===== src/rtl/stage_control_decoder.sv =====
// stage_control_decoder
//   Consumer end of the multicycle stage counter. Samples the 1..NSTAGE
//   ClockCount sequence, checks it against the expected successor, and issues
//   registered one-hot stage strobes plus datapath control pulses qualified by
//   the instruction type latched at stage 2. Also counts retired instructions.
//
// Optional feature: define STAGE_DECODER_ERRCNT_EN to build the saturating
//   sequence-error counter behind ErrCount; otherwise ErrCount is tied to 0.
//
// Ports
//   Clock       in   1       rising-edge clock
//   Reset       in   1       synchronous, active-high reset
//   ClockCount  in   CW      stage number from the clock counter (1..NSTAGE)
//   InstrType   in   2       00 ALU, 01 LOAD, 10 STORE, 11 BRANCH (valid from stage 2)
//   BranchTaken in   1       branch condition, used at the stage-4 issue edge
//   StageOH     out  NSTAGE  one-hot stage strobe, bit k-1 = stage k
//   IrLoad      out  1       stage 1: load instruction register
//   PcInc       out  1       stage 1: PC increment
//   RegRead     out  1       stage 2: register file read
//   AluGo       out  1       stage 3: ALU operate
//   MemRead     out  1       stage 4, LOAD
//   MemWrite    out  1       stage 4, STORE
//   PcLoad      out  1       stage 4, BRANCH and taken
//   RegWrite    out  1       stage 5, ALU or LOAD
//   SeqError    out  1       one-cycle pulse on illegal / out-of-order ClockCount
//   InstrCount  out  ICNT_W  retired instruction count (wraps)
//   ErrCount    out  8       saturating sequence-error count (feature build only)
module stage_control_decoder #(
   parameter int unsigned NSTAGE = 5,
   parameter int unsigned CW     = 3,
   parameter int unsigned ICNT_W = 16
) (
   input  logic              Clock,
   input  logic              Reset,
   input  logic [CW-1:0]     ClockCount,
   input  logic [1:0]        InstrType,
   input  logic              BranchTaken,
   output logic [NSTAGE-1:0] StageOH,
   output logic              IrLoad,
   output logic              PcInc,
   output logic              RegRead,
   output logic              AluGo,
   output logic              MemRead,
   output logic              MemWrite,
   output logic              PcLoad,
   output logic              RegWrite,
   output logic              SeqError,
   output logic [ICNT_W-1:0] InstrCount,
   output logic [7:0]        ErrCount
);

   localparam logic [1:0] TYPE_ALU    = 2'b00;
   localparam logic [1:0] TYPE_LOAD   = 2'b01;
   localparam logic [1:0] TYPE_STORE  = 2'b10;
   localparam logic [1:0] TYPE_BRANCH = 2'b11;

   localparam logic [CW-1:0] STAGE_FIRST = CW'(1);
   localparam logic [CW-1:0] STAGE_LAST  = CW'(NSTAGE);

   typedef enum logic {
      UNSYNC = 1'b0,
      RUN    = 1'b1
   } state_t;

   state_t              state_q, state_d;
   logic [CW-1:0]       prev_q;
   logic [1:0]          type_q, type_d;
   logic [ICNT_W-1:0]   icnt_d;

   logic [CW-1:0]       expected;
   logic                legal;
   logic [CW-1:0]       issue;      // stage issued this edge, 0 = none
   logic [NSTAGE-1:0]   stage_oh_d;
   logic                ir_load_d, pc_inc_d, reg_read_d, alu_go_d;
   logic                mem_read_d, mem_write_d, pc_load_d, reg_write_d;
   logic                seq_err_d;

   // Sequence check, stage issue and control decode
   always_comb begin
      state_d     = state_q;
      type_d      = type_q;
      icnt_d      = InstrCount;
      issue       = '0;
      seq_err_d   = 1'b0;
      stage_oh_d  = '0;
      ir_load_d   = 1'b0;
      pc_inc_d    = 1'b0;
      reg_read_d  = 1'b0;
      alu_go_d    = 1'b0;
      mem_read_d  = 1'b0;
      mem_write_d = 1'b0;
      pc_load_d   = 1'b0;
      reg_write_d = 1'b0;

      legal    = (ClockCount != '0) && (ClockCount <= STAGE_LAST);
      expected = (prev_q == STAGE_LAST) ? STAGE_FIRST : prev_q + STAGE_FIRST;

      unique case (state_q)
         UNSYNC: begin
            // Wait quietly for the start of an instruction; only illegal codes are errors
            if (!legal) begin
               seq_err_d = 1'b1;
            end else if (ClockCount == STAGE_FIRST) begin
               state_d = RUN;
               issue   = STAGE_FIRST;
            end
         end
         RUN: begin
            if (legal && (ClockCount == expected)) begin
               issue = ClockCount;
            end else begin
               seq_err_d = 1'b1;
               state_d   = UNSYNC;
            end
         end
         default: state_d = UNSYNC;
      endcase

      for (int unsigned k = 0; k < NSTAGE; k++) begin
         stage_oh_d[k] = (issue == CW'(k + 1));
      end

      ir_load_d  = (issue == CW'(1));
      pc_inc_d   = (issue == CW'(1));
      reg_read_d = (issue == CW'(2));
      alu_go_d   = (issue == CW'(3));

      // Stage 4/5 controls follow the type captured at stage 2, not the live input
      mem_read_d  = (issue == CW'(4)) && (type_q == TYPE_LOAD);
      mem_write_d = (issue == CW'(4)) && (type_q == TYPE_STORE);
      pc_load_d   = (issue == CW'(4)) && (type_q == TYPE_BRANCH) && BranchTaken;
      reg_write_d = (issue == CW'(5)) && ((type_q == TYPE_ALU) || (type_q == TYPE_LOAD));

      if (issue == CW'(2)) begin
         type_d = InstrType;
      end
      if (issue == STAGE_LAST) begin
         icnt_d = InstrCount + ICNT_W'(1);
      end
   end

   // State, history and registered outputs
   always_ff @(posedge Clock) begin
      if (Reset) begin
         state_q    <= UNSYNC;
         prev_q     <= '0;
         type_q     <= TYPE_ALU;
         StageOH    <= '0;
         IrLoad     <= 1'b0;
         PcInc      <= 1'b0;
         RegRead    <= 1'b0;
         AluGo      <= 1'b0;
         MemRead    <= 1'b0;
         MemWrite   <= 1'b0;
         PcLoad     <= 1'b0;
         RegWrite   <= 1'b0;
         SeqError   <= 1'b0;
         InstrCount <= '0;
      end else begin
         state_q    <= state_d;
         prev_q     <= ClockCount;
         type_q     <= type_d;
         StageOH    <= stage_oh_d;
         IrLoad     <= ir_load_d;
         PcInc      <= pc_inc_d;
         RegRead    <= reg_read_d;
         AluGo      <= alu_go_d;
         MemRead    <= mem_read_d;
         MemWrite   <= mem_write_d;
         PcLoad     <= pc_load_d;
         RegWrite   <= reg_write_d;
         SeqError   <= seq_err_d;
         InstrCount <= icnt_d;
      end
   end

`ifdef STAGE_DECODER_ERRCNT_EN
   logic [7:0] err_cnt_q;

   // Saturating count of sequence errors
   always_ff @(posedge Clock) begin
      if (Reset) begin
         err_cnt_q <= 8'h00;
      end else if (seq_err_d && (err_cnt_q != 8'hFF)) begin
         err_cnt_q <= err_cnt_q + 8'd1;
      end
   end

   assign ErrCount = err_cnt_q;
`else
   assign ErrCount = 8'h00;
`endif

endmodule


===== config.mk =====
export PLATFORM = sky130hd
export DESIGN_NAME = stage_control_decoder
export DESIGN_NICKNAME = d
export VERILOG_FILES = /design/src/rtl/stage_control_decoder.sv
export SDC_FILE = /design/constraint.sdc
export NUM_CORES = 1
export LEC_CHECK = 0
export ABC_AREA = 1
export ABC_CLOCK_PERIOD_IN_PS = 1500
export CAP_MARGIN = 30
export CORE_UTILIZATION = 43
export DETAILED_ROUTE_END_ITERATION = 10
export PLACE_DENSITY = 0.87
export SLEW_MARGIN = 20
export SYNTH_ARGS = -nofsm -noshare
export SYNTH_HDL_FRONTEND = slang
export SYNTH_SLANG_ARGS = --single-unit

===== constraint.sdc =====
create_clock -name Clock -period 1.5 [get_ports Clock]
set_input_delay 0.3 -clock Clock [delete_from_list [all_inputs] [get_ports Clock]]
set_output_delay 0.3 -clock Clock [all_outputs]
set_load 0.02 [all_outputs]

After elaboration in Yosys (flattened, before gate mapping) --
Cells that the tools add are included.
Cells by class: $add $sub $neg 2, multiply operators 0, divide/modulo/power cells 0, $lt $le $gt $ge 1, equal/unequal tests 11, shifts and indexed selects 0, mux-type cells 12, bitwise operators 1, reductions and logical operators 10
Operators by type and width (count):
- $add 16x1->16 const B | 1
- $eq 3x3->1 const B | 3
- $logic_and 1x1->1 | 7
- $mux 1 | 7
- $eq 3x1->1 const B | 2
- $eq 3x2->1 const B | 2
- $mux 3 | 2
- $pmux 3 s2 | 1
- $eq 2x2->1 const B | 2
- $pmux 1 s2 | 2
- $add 3x1->3 const B | 1
- $eq 3x3->1 | 1
- $le 3x3->1 const B | 1
- $reduce_bool 3->1 | 1
- $eq 2x1->1 const B | 1
- $logic_not 2->1 | 1
- $logic_or 1x1->1 | 1
- $not 1->1 | 1
Storage, ports and cells: bits in registers 35, bits in latches 0, bits in writable memories 0, bits in read-only memories 0, input bits 8, output and inout bits 38, logic and storage cells 50, memories kept 0

Longest topological paths before layout --
Gate-level depths: netlist (run 1).
word-level depth 9, mapped depth 13, gate-level depth less buffers 12

Worst setup path before layout (run 1) --
No wires, ideal clock.
path kind register to register, start register InstrCount[0], end register InstrCount[13], setup time 0.069 ns, arrival time 1.603 ns, required time 1.431 ns, path slack -0.172 ns, stages on the path, launching flop included 9, path buffers 0, period minus slack after synthesis 1.672 ns, cell sequence dfxtp_1 inv_1 nor3_1 nand2_1 nor2_1 nand4_1 xnor2_1 nand2_2 a21oi_2
Between the ends: word-level cells in the longest chain between the ends 1
RTL lines:
- start, declared | RTL line 48 | output logic [ICNT_W-1:0] InstrCount,
- start signal, assigned | RTL line 173 | InstrCount <= icnt_d;
- $add 16x1->16 | RTL line 138 | icnt_d = InstrCount + ICNT_W'(1);
No other way between the ends. A chain may end at the register's enable or synchronous reset.

Worst setup path after layout (run 1) --
start register prev_q[0], end register InstrCount[2]
Between the ends: word-level cells in the longest chain between the ends 7, elaborated cells between the ends (all ways) 8, classes of those cells add/sub (1); eq/ne (3); mux (3); reduce/logical (1)
RTL lines:
- start, declared | RTL line 66 | logic [CW-1:0] prev_q;
- start signal, assigned | RTL line 161 | prev_q <= ClockCount;
- $add 3x1->3 / $eq 3x3->1 (equally long branches) | RTL line 96 | expected = (prev_q == STAGE_LAST) ? STAGE_FIRST : prev_q + STAGE_FIRST;
- $mux 3 * | RTL line 96
- $eq 3x3->1 * | RTL line 109 | if (legal && (ClockCount == expected)) begin
- $logic_and 1x1->1 * | RTL line 109
- $mux 3 * | RTL line 109
- $pmux 3 s2 * | RTL line 98 | unique case (state_q)
- $eq 3x3->1 * | RTL line 137 | if (issue == STAGE_LAST) begin
Mark *: on every way between the ends. The rest lies on a longest branch, timed or not.

==> metrics, run 1 <==
DRC violations left 0; chip height 63.7 µm; Clock Power Share 0.396; GR Util All Layers 0.229; Mapped Cells 212; WL/cell 13.3 µm; initial antenna violation count 0; P_int 1.30 mW; Core Footprint 3660 µm²; Hold Path Stages 1; status finished with violations; DRT Wirelength 4490 µm; diode count 0; Lkg Pwr 1.27 nW; data required time of the worst path 1.68 ns; pin count of the biggest net entering global routing 11; critical path class flip-flop to flip-flop; switching share of power 0.259; sequential fraction of the synthesis area 0.391; Hold Crit Endpoint MemRead$_SDFF_PP0_; GRT overflow 0; H-tree depth 2; Comb pwr share 0.111; worst path buffer plus inverter count 2; CP most frequent cell nand2_2; IO Count 46; Util after Layout 0.718; most common cell after layout, fill and taps aside buf_4; CP max-delay cell dfxtp_4; Clock Path Buffers 2; worst path arrival time 1.81 ns; Fin. Hold Viols 0; hold wc startpoint type_q[1]$_SDFFE_PP0P_; Period minus WS final 1.64 ns; Fin Clk Skew 0.00751 ns; Yosys reg bits 32; first-pass iteration count of the detailed router 4; switching pwr 454 µW; Crit Path Max Fanout 6; Final period util 1.09; R2R Setup Slk -0.14 ns; num rows 22; dpl ws -0.571 ns; failing checks negative setup slack; max frequency 611 MHz; die width 63.7 µm; non-filler cells, final 338; final instance area 2630 µm²; critical path's largest stage delay 0.38 ns; DP HPWL 2800 µm; Fin Setup TNS -1.93 ns; clock slew at reported path FFs 0.07 ns; setup ws final -0.136 ns; clk sink count 32; Max rail drop VDD 0.000422 V; PD cells 667 nW/µm²; Mapped Area 1640 µm²; Nets 298; Area Growth Syn to Fin 60.4%; Sequential Power Share 0.493; share of cells above drive strength 1 0.452; CTS tree done; die area 4060 µm²; crit-path cells nand2_4, nand2_2, nand3_2, nand2_2, nor2_4, nand2_2, nor2_4, nand4_4, buf_6, buf_6, nand2_2, a21oi_2; routability congestion estimate 0.843; family with the most delay on the worst path simple AND/OR/NAND/NOR gates; placed cell count 322; Worst Hold Margin 0.482 ns; endpoint class of the critical path flip-flop; commonest non-fill, non-tap cells in the layout buf_4 (33), nand2_1 (29), dlygate4sd2_1 (26), nand2_2 (25), dfxtp_1 (22); IO Port Bufs 37; Clk Latency, worst-skew pair 0.29 ns; FF-to-FF End InstrCount[2]$_SDFFE_PP0P_; initial core utilization 0.448; first-pass GRT wire length 7020 µm; Distinct cells, synth 28; routed vias 1674; CTS root buf clkbuf_8; reg2reg start prev_q[0]$_SDFF_PP0_; number of routed nets with antenna violations 0; Pins Over Slew Limit 0; final setup violation count 20; Pwr Total 1.75 mW; CTS buffer count 5; drt via density 4.95; worst-case reg-to-reg path depth 12; max cap viols 0; 1st-iter DRT viols 65; Yosys Warn Count 0; vias in the first global route 1634; crit start category flip-flop; RSZ-0062 raised after global routing true; Area after DPL 2260 µm²; Avg Cell Area, Syn 7.73 µm²; hold crit path type flip-flop to flip-flop
-- worst max-delay path by stage --
stage / to / startpoint / depth (start not counted)
finish: InstrCount[2]$_SDFFE_PP0P_ / prev_q[0]$_SDFF_PP0_ / 12
CTS: InstrCount[2]$_SDFFE_PP0P_ / prev_q[0]$_SDFF_PP0_ / 12
global route: InstrCount[0]$_SDFFE_PP0P_ / prev_q[2]$_SDFF_PP0_ / 13
detailed placement: InstrCount[3]$_SDFFE_PP0P_ / ClockCount[2] / 12
global placement: InstrCount[3]$_SDFFE_PP0P_ / ClockCount[1] / 12
floorplan: InstrCount[13]$_SDFFE_PP0P_ / InstrCount[3]$_SDFFE_PP0P_ / 8
-- cell usage after synthesis --
cell,count,area (µm²)
nand2_1,45,169
dfxtp_1,32,641
inv_1,18,67.6
nor2_1,17,63.8
buf_4,12,90.1
nand2_2,12,75.1
nand3_1,11,55.1
a21oi_2,10,87.6
a21oi_1,9,45.0
xnor2_1,7,61.3
nor3_1,6,30.0
xor2_1,6,52.6
nand4_1,5,31.3
o21ai_0,4,20.0
nor2_4,3,33.8
clkbuf_1,2,7.51
inv_2,2,7.51
a211oi_1,1,7.51
buf_1,1,3.75
buf_8,1,15.0
clkinv_2,1,5.00
conb_1,1,3.75
ha_1,1,12.5
nand3_2,1,10.0
nand4_4,1,21.3
nor4_1,1,6.26
o211ai_1,1,7.51
o21ai_2,1,8.76
-- timing repair --
| item | 4_1_cts | 5_1_grt |
|---|---|---|
| hold buffers | 0 | 0 |
| setup buffers | 6 | 1 |
| setup endpoints to repair | 48 | 33 |
| hold endpoints to repair | 0 | 0 |
| cloned | 1 | 0 |
| pin swaps | 7 | 15 |
| gates resized for setup | 54 | 42 |
-- worst register-to-register path: stages, from the launching register on --
cell,delay (ns)
dfxtp_4,0.38
nand2_4,0.08
nand2_2,0.05
nand3_2,0.06
nand2_2,0.06
nor2_4,0.13
nand2_2,0.09
nor2_4,0.13
nand4_4,0.15
buf_6,0.18
buf_6,0.11
nand2_2,0.05
a21oi_2,0.04
-- routing by layer --
layer	share of wire	GRT usage	wire [µm]
met5	0	0	0
met2	0.53	0.427	2400
met3	0.059	0.0679	265
met4	0.027	0.122	123
met1	0.38	0.225	1700
-- final cells by class --
cell class | count | area (µm²)
clock buffer | 6 | 82.6
clock inverter | 2 | 10.0
fill | 264 | 1030
inverter | 21 | 96.3
multi-input combinational | 150 | 1010
sequential | 32 | 658
tap | 48 | 60.1
timing repair buffer | 78 | 693
timing repair inverter | 1 | 16.3
-- cell families (layout without fill, tap and decap cells) --
| kind of cell | Yosys count | after routing | share of synthesized area |
|---|---|---|---|
| simple gates | 102 | 102 | 0.302 |
| compound gates | 26 | 26 | 0.108 |
| flops | 32 | 32 | 0.391 |
| fa+ha+maj | 1 | 1 | 0.00763 |
| xor+xnor | 13 | 13 | 0.0695 |
| buf+inv | 37 | 108 | 0.120 |
| other cells | 1 | 8 | 0.00229 |
-- power by group through the flow --
| stage | clock (mW) | sequential [mW] | combinational, mW |
|---|---|---|---|
| after global routing | 0.758 | 0.865 | 0.208 |
| after detailed placement | 0 | 0.882 | 0.160 |
| after CTS | 0.700 | 0.862 | 0.174 |
| final | 0.694 | 0.865 | 0.194 |
| after global placement | 0 | 0.881 | 0.158 |
| after floorplan | 0 | 0.884 | 0.101 |
-- registers in the layout, summed over array words and instances (netlist names) --
register and count:
RegWrite 1, StageOH 5, prev_q 3, MemRead 1, MemWrite 1, InstrCount 16
state_q 1, type_q 2, PcLoad 1, SeqError 1
(Power assumes the default switching activity.)
==> inputs of run 2 (changes only) <==
--- a/config.mk
+++ b/config.mk
@@ -10,7 +10,7 @@
 export CAP_MARGIN = 30
 export CORE_UTILIZATION = 43
 export DETAILED_ROUTE_END_ITERATION = 10
-export PLACE_DENSITY = 0.87
+export PLACE_DENSITY_LB_ADDON = 0.3
 export SLEW_MARGIN = 20
 export SYNTH_ARGS = -nofsm -noshare
 export SYNTH_HDL_FRONTEND = slang
==> metrics, run 2 (synthesis results as in run 1) <==
status finished with violations; failing checks negative setup slack; max frequency 605 MHz (-1.0%); chip height 63.7 µm (unchanged); die width 63.7 µm (unchanged); Final period util 1.10 (+0.0114); worst path arrival time 1.82 ns (about the same); hold crit path type flip-flop to flip-flop; diode count 0 (unchanged); max layer used met4; WL met1 1810 µm (+6.4%); GR Util All Layers 0.210 (-0.0194); number of routed nets with antenna violations 0 (unchanged); hold wc startpoint type_q[1]$_SDFFE_PP0P_; DRT Wirelength 4150 µm (-7.7%); DP HPWL 2630 µm (-6.2%); Worst Hold Margin 0.479 ns (-0.00248 ns); initial core utilization 0.448 (unchanged); die area 4060 µm² (unchanged); met3 WL 195 µm (-26%); commonest non-fill, non-tap cells in the layout buf_4 (41), dlygate4sd2_1 (27), nand2_1 (26), nand2_2 (26), dfxtp_1 (22); routed vias 1588 (-5.1%); Nets 300 (+0.67%); Fin Clk Skew 0.00601 ns (-0.00150 ns); Max rail drop VDD 0.000476 V (+13%); clock slew at reported path FFs 0.07 ns (about the same); pin count of the biggest net entering global routing 24 (+13); vias in the first global route 1447 (-11%); Filler cells 306 (+16%); Period minus WS final 1.65 ns (+0.0171 ns); Lkg Pwr 1.27 nW (+0.28%); Clk Latency, worst-skew pair 0.29 ns (about the same); routability congestion estimate 0.806 (-4.4%); max cap viols 0 (unchanged); share of cells above drive strength 1 0.438 (-0.0134); CTS tree done; most common cell after layout, fill and taps aside buf_4; Biggest register InstrCount; first-pass GRT wire length 6540 µm (-6.9%); PD cells 728 nW/µm² (+9.1%); metal2 WL 2070 µm (-14%); Largest register FFs 16 (unchanged); H-tree depth 2 (unchanged); crit start category flip-flop; data required time of the worst path 1.67 ns (about the same); drt via density 4.67 (-5.7%); Fin. Hold Viols 0 (unchanged); first-pass iteration count of the detailed router 4 (unchanged); Area Growth Syn to Fin 58.5%; Core Footprint 3660 µm² (unchanged); num rows 22 (unchanged); Fin Setup TNS -2.29 ns (-0.359 ns); Pins Over Slew Limit 0 (unchanged); WL/cell 12.2 µm (-8.3%); top flop regs InstrCount x16, StageOH x5, prev_q x3; Clock Path Buffers 2 (unchanged); CP startpoint prev_q[0]$_SDFF_PP0_; initial antenna violation count 0 (unchanged); IO Port Bufs 37 (unchanged); CTS root buf clkbuf_8; reg2reg start prev_q[0]$_SDFF_PP0_; Crit Path Max Fanout 6 (unchanged); setup ws final -0.153 ns (-0.0171 ns); DRC violations left 0 (unchanged); 1st-iter DRT viols 98 (+51%); final setup violation count 22 (+10%); critical path class flip-flop to flip-flop; RSZ-0062 raised after global routing true; IO Count 46 (unchanged); CTS buffer count 5 (unchanged); endpoint class of the critical path flip-flop; clk sink count 32 (unchanged); GRT overflow 0 (unchanged)
==> run 2: cell count changes in the layout (fill, tap and decap cells not counted), moves of 2 or more <==
cell | before | now
buf_6 | 8 | 3
nand2_4 | 3 | 5
nand3_4 | 3 | 1
nand2_1 | 29 | 26
o21ai_0 | 1 | 3
buf_4 | 33 | 41
a21oi_1 | 4 | 8
a21oi_2 | 15 | 11
==> run 2: cell type report <==
cell class | count | area, µm² | share of cell area
clock inverters | 3 | 42.5 | 0.0164
inverters | 21 | 93.8 | 0.0361
well taps | 48 | 60.1 | 0.0231
multi-input cells | 150 | 981 | 0.378
clock buffers | 5 | 68.8 | 0.0265
flip-flops and latches | 32 | 658 | 0.253
repair buffers | 81 | 693 | 0.267
==> run 2: repair_timing <==
item                                    4_1_cts  5_1_grt
endpoints found under the setup margin       49       32
resized for setup                            36       47
buffers inserted                              3        3
hold buffers                                  0        0
pin swaps                                     5        8
==> run 2: worst paths after layout <==
| kind | end | slack (ns) | cells after the start |
|---|---|---|---|
| setup / recovery | InstrCount[10]$_SDFFE_PP0P_ | -0.15 | 11 |
| hold / removal | MemRead$_SDFF_PP0_ | 0.48 | 1 |
| setup reg to reg | InstrCount[10]$_SDFFE_PP0P_ | -0.15 | 11 |
| hold reg to reg | MemRead$_SDFF_PP0_ | 0.48 | 1 |
==> run 2: through the flow <==
step	std cells	setup WS, ns	utilization	cell area, µm²	total power, mW
4_1_cts	337	-0.154	0.661	2420	1.87
3_3_place_gp	326	-0.459	0.626	2290	1.04
2_1_floorplan	219	-0.00947	-	1700	0.985
3_5_place_dp	326	-0.508	0.626	2290	1.05
5_1_grt	340	-0.243	0.710	2600	1.96
6_report	340	-0.153	0.710	2600	1.89
==> run 2: where the power goes <==
part / switching [mW] / internal, mW / total [mW]
Sequential: 0.00831 / 0.856 / 0.864
Clock: 0.341 / 0.491 / 0.832
Combinational: 0.113 / 0.0815 / 0.194
==> run 2: worst max-delay path: stages (launching register included) <==
cell and delay (ns):
dfxtp_4 0.38, nand2_4 0.10, nand2_2 0.06, nand2_2 0.05
nand2_2 0.06, nor2_4 0.12, nand2_2 0.08, nor2_4 0.15
nand4_4 0.19, buf_6 0.21, nand2_1 0.07, a21oi_1 0.06
==> run 2: per-layer routing <==
layer,vias up,global-route usage
met2,50,0.359
met1,717,0.243
met3,8,0.0571
met5,-,0
met4,0,0.0909
li1,813,-
